===== src/rtl/sdf_check_pkg.sv =====
// Shared types and the golden function for the SDF pipeline check monitor.
package sdf_check_pkg;

  typedef enum logic [1:0] {
    SDF_IDLE   = 2'd0,
    SDF_CHECK  = 2'd1,
    SDF_REPORT = 2'd2
  } sdf_state_e;

  // Bit order {exp3, exp2, exp1}, matching {q3, q2, q1}.
  typedef logic [2:0] exp_vec_t;

  typedef struct packed {
    logic d1;
    logic d2;
    logic en;
  } sdf_stim_t;

  function automatic exp_vec_t sdf_expected(input logic d1, input logic d2, input logic en);
    logic e1;
    logic e2;
    logic e3;
    e1 = ~d1 | d2;
    e2 = ~(e1 & en);
    e3 = d1 & d2;
    return {e3, e2, e1};
  endfunction

endpackage


===== src/rtl/sdf_check_monitor_if.sv =====
// Stimulus tap, observed pipeline outputs, run control and result bus of the monitor.
interface sdf_check_monitor_if #(
  parameter int unsigned CNT_W = 16,
  parameter int unsigned ERR_W = 8
);

  logic             d1;
  logic             d2;
  logic             en;
  logic             q1;
  logic             q2;
  logic             q3;
  logic             start;
  logic [CNT_W-1:0] len;
  logic             busy;
  logic             done;
  logic             pass;
  logic [ERR_W-1:0] err_count;
  logic [CNT_W-1:0] first_err_idx;
  logic [2:0]       first_err_vec;

  modport master (
    output d1, d2, en, q1, q2, q3, start, len,
    input  busy, done, pass, err_count, first_err_idx, first_err_vec
  );

  modport slave (
    input  d1, d2, en, q1, q2, q3, start, len,
    output busy, done, pass, err_count, first_err_idx, first_err_vec
  );

endinterface


===== src/rtl/sdf_check_model.sv =====
// Registered golden model of the three-flop SDF test pipeline; updates every cycle.
module sdf_check_model
  import sdf_check_pkg::*;
(
  input  logic      clk,
  input  logic      rst,
  input  sdf_stim_t stim_i,
  output exp_vec_t  exp_o
);

  exp_vec_t exp_q;
  exp_vec_t exp_d;

  always_comb begin
    exp_d = sdf_expected(stim_i.d1, stim_i.d2, stim_i.en);
  end

  always_ff @(posedge clk) begin
    if (rst) begin
      exp_q <= '0;
    end else begin
      exp_q <= exp_d;
    end
  end

  assign exp_o = exp_q;

endmodule


===== src/rtl/sdf_check_monitor.sv =====
// Run-length-bounded compare of pipeline outputs against the golden model, with
// saturating error count, first-failure capture and a one-cycle done pulse.
module sdf_check_monitor
  import sdf_check_pkg::*;
#(
  parameter int unsigned CNT_W      = 16,
  parameter int unsigned ERR_W      = 8,
  parameter logic [2:0]  CHECK_MASK = 3'b111
) (
  input logic                clk,
  input logic                rst,
  sdf_check_monitor_if.slave mon
);

  localparam logic [1:0] S_IDLE   = 2'(SDF_IDLE);
  localparam logic [1:0] S_CHECK  = 2'(SDF_CHECK);
  localparam logic [1:0] S_REPORT = 2'(SDF_REPORT);

  logic [1:0]       state_q, state_d;
  logic [CNT_W-1:0] remaining_q, remaining_d;
  logic [CNT_W-1:0] idx_q, idx_d;
  logic [ERR_W-1:0] err_q, err_d;
  logic [CNT_W-1:0] fidx_q, fidx_d;
  logic [2:0]       fvec_q, fvec_d;
  logic             pass_q, pass_d;
  logic             busy_q, busy_d;
  logic             done_q, done_d;

  sdf_stim_t stim_c;
  exp_vec_t  exp_vec;
  logic [2:0] obs_c;
  logic [2:0] mism_c;

  assign stim_c = '{d1: mon.d1, d2: mon.d2, en: mon.en};
  assign obs_c  = {mon.q3, mon.q2, mon.q1};
  assign mism_c = (obs_c ^ exp_vec) & CHECK_MASK;

  sdf_check_model u_model (
    .clk    (clk),
    .rst    (rst),
    .stim_i (stim_c),
    .exp_o  (exp_vec)
  );

  // Next-state, counters and result capture.
  always_comb begin
    state_d     = state_q;
    remaining_d = remaining_q;
    idx_d       = idx_q;
    err_d       = err_q;
    fidx_d      = fidx_q;
    fvec_d      = fvec_q;
    pass_d      = pass_q;

    case (state_q)
      S_IDLE: begin
        if (mon.start) begin
          remaining_d = mon.len;
          idx_d       = '0;
          err_d       = '0;
          fidx_d      = '0;
          fvec_d      = '0;
          if (mon.len == '0) begin
            state_d = S_REPORT;
            pass_d  = 1'b1;
          end else begin
            state_d = S_CHECK;
            pass_d  = 1'b0;
          end
        end
      end

      S_CHECK: begin
        if (mism_c != 3'b000) begin
          if (err_q == '0) begin
            fidx_d = idx_q;
            fvec_d = mism_c;
          end
          if (err_q != '1) begin
            err_d = err_q + ERR_W'(1);
          end
        end
        remaining_d = remaining_q - CNT_W'(1);
        // The final compare stops idx at len-1 so a maximal len never wraps it.
        if (remaining_q == CNT_W'(1)) begin
          state_d = S_REPORT;
          pass_d  = (err_d == '0);
        end else begin
          idx_d = idx_q + CNT_W'(1);
        end
      end

      S_REPORT: begin
        state_d = S_IDLE;
      end

      default: begin
        state_d = S_IDLE;
      end
    endcase
  end

  assign busy_d = (state_d == S_CHECK);
  assign done_d = (state_d == S_REPORT);

  always_ff @(posedge clk) begin
    if (rst) begin
      state_q     <= S_IDLE;
      remaining_q <= '0;
      idx_q       <= '0;
      err_q       <= '0;
      fidx_q      <= '0;
      fvec_q      <= '0;
      pass_q      <= 1'b0;
      busy_q      <= 1'b0;
      done_q      <= 1'b0;
    end else begin
      state_q     <= state_d;
      remaining_q <= remaining_d;
      idx_q       <= idx_d;
      err_q       <= err_d;
      fidx_q      <= fidx_d;
      fvec_q      <= fvec_d;
      pass_q      <= pass_d;
      busy_q      <= busy_d;
      done_q      <= done_d;
    end
  end

  assign mon.busy          = busy_q;
  assign mon.done          = done_q;
  assign mon.pass          = pass_q;
  assign mon.err_count     = err_q;
  assign mon.first_err_idx = fidx_q;
  assign mon.first_err_vec = fvec_q;

endmodule


===== src/flat_wrapper.sv =====
// flat-port wrapper written by rule: the top's interface ports become plain ports
module sdf_check_monitor_flat import sdf_check_pkg::*;
#(
  parameter int unsigned CNT_W      = 16,
  parameter int unsigned ERR_W      = 8,
  parameter logic [2:0]  CHECK_MASK = 3'b111
)
  (clk, rst, mon_d1, mon_d2, mon_en, mon_q1, mon_q2, mon_q3, mon_start, mon_len, mon_busy, mon_done, mon_pass, mon_err_count, mon_first_err_idx, mon_first_err_vec);
  sdf_check_monitor_if #(.CNT_W(CNT_W), .ERR_W(ERR_W)) mon_i ();
  input logic clk;
  input logic rst;
  input wire logic [$bits(mon_i.d1)-1:0] mon_d1;
  input wire logic [$bits(mon_i.d2)-1:0] mon_d2;
  input wire logic [$bits(mon_i.en)-1:0] mon_en;
  input wire logic [$bits(mon_i.q1)-1:0] mon_q1;
  input wire logic [$bits(mon_i.q2)-1:0] mon_q2;
  input wire logic [$bits(mon_i.q3)-1:0] mon_q3;
  input wire logic [$bits(mon_i.start)-1:0] mon_start;
  input wire logic [$bits(mon_i.len)-1:0] mon_len;
  output wire logic [$bits(mon_i.busy)-1:0] mon_busy;
  output wire logic [$bits(mon_i.done)-1:0] mon_done;
  output wire logic [$bits(mon_i.pass)-1:0] mon_pass;
  output wire logic [$bits(mon_i.err_count)-1:0] mon_err_count;
  output wire logic [$bits(mon_i.first_err_idx)-1:0] mon_first_err_idx;
  output wire logic [$bits(mon_i.first_err_vec)-1:0] mon_first_err_vec;
  assign mon_i.d1 = mon_d1;
  assign mon_i.d2 = mon_d2;
  assign mon_i.en = mon_en;
  assign mon_i.q1 = mon_q1;
  assign mon_i.q2 = mon_q2;
  assign mon_i.q3 = mon_q3;
  assign mon_i.start = mon_start;
  assign mon_i.len = mon_len;
  assign mon_busy = mon_i.busy;
  assign mon_done = mon_i.done;
  assign mon_pass = mon_i.pass;
  assign mon_err_count = mon_i.err_count;
  assign mon_first_err_idx = mon_i.first_err_idx;
  assign mon_first_err_vec = mon_i.first_err_vec;
  sdf_check_monitor #(.CNT_W(CNT_W), .ERR_W(ERR_W), .CHECK_MASK(CHECK_MASK)) u_core (.clk(clk), .rst(rst), .mon(mon_i));
endmodule

===== config.mk =====
export PLATFORM = sky130hd
export DESIGN_NAME = sdf_check_monitor_flat
export DESIGN_NICKNAME = d
export VERILOG_FILES = /design/src/rtl/sdf_check_pkg.sv /design/src/rtl/sdf_check_monitor_if.sv /design/src/rtl/sdf_check_model.sv /design/src/rtl/sdf_check_monitor.sv /design/src/flat_wrapper.sv
export SDC_FILE = /design/constraint.sdc
export NUM_CORES = 1
export LEC_CHECK = 0
export ABC_AREA = 1
export ABC_CLOCK_PERIOD_IN_PS = 1930
export CORE_ASPECT_RATIO = 0.7
export CORE_MARGIN = 5
export CORE_UTILIZATION = 55
export DETAILED_ROUTE_END_ITERATION = 7
export GPL_TIMING_DRIVEN = 0
export PLACE_DENSITY = 0.88
export SLEW_MARGIN = 20
export SYNTH_ARGS = -nofsm -noshare
export SYNTH_HDL_FRONTEND = slang
export SYNTH_SLANG_ARGS = --single-unit

===== constraint.sdc =====
create_clock -name clk -period 1.93 [get_ports clk]
set_input_delay 0.386 -clock clk [delete_from_list [all_inputs] [get_ports clk]]
set_output_delay 0.386 -clock clk [all_outputs]
set_load 0.02 [all_outputs]

==> metrics <==
status completed; GPL Wtd Cong 1.008; max-slew violation count 0; Synth area leader dfxtp_1; CP max stage delay approximately 660 ps; die height around 79 um; CP Class reg -> out; # DRC 0; dominant synthesized flop cell dfxtp_1; core area ~0.0067 mm^2; EDFF count, synth 0; Chip Width 108.3 um; htree depth 3; worst-case clock buffer depth 2; first-pass GRT wire length between 15,000 and 20,000 um; Post-DRT Antenna Nets 0; #FFs+latches synth between 60 and 70; max-cap violation count 0; DR WL/cell 14.25 um; CTS Root Cell clkbuf_8; initial antenna violation count 0; Arrival @ worst endpoint 1470 ps; Worst EP required 1540 ps; Synth Cell Area 0.003720 mm^2; count leader, synth nand2_1; grt ovf 0; YS warnings 0; skew final about 7.3 ps; Yosys top cell area share 36.06%; syn nets 583; fmax 0.5389 GHz; Slew @ Worst Pin 684.7 ps; Area growth syn-to-layout 22.87%; CP Launch Type register; Top Ports 55; nets between 600 and 700; CP Capture Type output port; post-synthesis cell type count slightly above 40; PnR Total Power 3.278 mW; clock latency on the worst-skew pair 350 ps; Vias 3,893; GRT Util Overall between 20% and 30%; relative slew slack 54.35%; vias in the first global route 3,569; hold_buf cts 0; share of cells above drive strength 1 9.968%; largest net degree at the start of global routing 12; crit-path cells clkdlybuf4s50_1; PD cells 717.2 mW/mm^2; final setup fails 0; Synth area leaders dfxtp_1 36%, nand2_1 15%, a21oi_1 6.7%; First-pass DRT Iterations 6; unrepaired setup endpoints after global routing no; CTS tree yes; ys async rst share 0%; VDD IR-drop max ~0.56 mV; row count 25; Post-Syn Instances 553; Seq/Total Area, Yosys approximately 36%; non-filler cells, final 716; Total Routed Length just over 10,000 um; Slowest-stage cell, CP clkdlybuf4s50_1; Synth top cells by count 150 x nand2_1, 67 x dfxtp_1, 57 x inv_1; clock sinks 67; Tmin final 1856 ps; TritonCTS buffer count 9; IO buf count 53; leak pwr 1.785 nW; syn_area_per_cell 6.727 um^2; cell family with most CP delay buffers and inverters; Initial DRC Count 430; via count normalized by instance count 5.437; Starting Density 55.83%; Placed Cells 700; Die Area 0.008534 mm^2; worst path bufs/invs 1; Hold Vio Cnt, Final 0; fin crit share 96.14%; Critical Path Fanout Max 7; n_diodes 0; clk slew on worst S/H paths 70 ps; Post-DP HPWL around 7500 um; HP Class in -> reg
-- cell families (layout without fill, tap and decap cells) --
| group | count (synthesis) | in the layout | synth area share [%] |
|---|---|---|---|
| xor+xnor | 12 | 12 | 2.825 |
| buf+inv | 78 | 147 | 9.284 |
| flops | 67 | 67 | 36.06 |
| simple gates | 294 | 294 | 35.32 |
| compound gates | 97 | 97 | 14.83 |
| fa+ha+maj | 5 | 5 | 1.682 |
-- metrics by stage --
step,hold WS [ps],util [%],setup slack (ps),setup TNS (ps),cell area (um^2)
2_1_floorplan,455.3,-,304.7,0,3720
3_3_place_gp,449.6,65.56,-318.3,-6332,4368
3_5_place_dp,454.2,65.56,-345.5,-7815,4368
4_1_cts,281.5,68.08,23.59,0,4536
5_1_grt,305.9,68.60,6.143,0,4571
6_report,305.7,68.60,74.41,0,4571
-- flip-flops by register name, summed over array words and instances (netlist names) --
name / flops
u_core.mon.first_err_vec: 3
u_core.idx_q: 16
u_core.state_q: 2
u_core.mon.busy: 1
u_core.remaining_q: 16
u_core.mon.done: 1
u_core.mon.err_count: 8
u_core.mon.first_err_idx: 16
u_core.mon.pass: 1
u_core.u_model.exp_o: 3
-- layout by cell type, fill, tap and decap left out, drive strengths merged, types with 2 or more instances in the layout --
master         count
a21oi             58
o211ai             2
clkinv             4
clkinvlp           2
nand4             13
nand2            161
clkbuf            17
nor4               4
o21ai             22
ha                 5
and2               2
or2                3
inv               57
clkdlybuf4s50     53
dfxtp             67
o22ai              6
nor2              63
nand3             33
a31oi              3
xnor2              2
nor3              13
o21a               3
xor2              10
buf               14
-- per-layer routing --
metal	GRT usage, %	part of all wire, %	up-vias
li1	-	-	1924
met1	34.68	46	1723
met2	36.29	42	216
met3	6.174	9.6	30
met4	9.332	2.3	0
met5	0	0	-
-- worst paths after layout --
check,start,end,slack (ps),depth (start not counted)
worst min-delay path,rst,u_core.remaining_q[6],310,2
worst min register to register,u_core.mon.first_err_vec[2],u_core.mon.first_err_vec[2],460,2
worst max-delay path,u_core.mon.err_count[7],mon_err_count[7],70,1
worst max register to register,u_core.remaining_q[0],u_core.remaining_q[12],90,11
-- final cells by class --
class / count / area [um^2]
fillers: 576 / 2092
multi-input cells: 408 / 2048
flip-flops and latches: 67 / 1341
repair buffers: 55 / 558.0
inverters: 58 / 217.7
clock buffers: 10 / 137.6
plain buffers: 19 / 120.1
well taps: 94 / 117.6
clock inverters: 5 / 30.03
-- what timing repair did --
item                                    in CTS  in global routing
setup buffers                                0                  2
resized for setup                            0                  5
endpoints found under the setup margin       0                 18
-- power breakdown --
part	internal, mW	switching (mW)	total, mW
registers	1.44	0.0647	1.51
clock network	0.486	0.539	1.03
logic	0.284	0.461	0.745
Power figures use the tool's default switching activity.
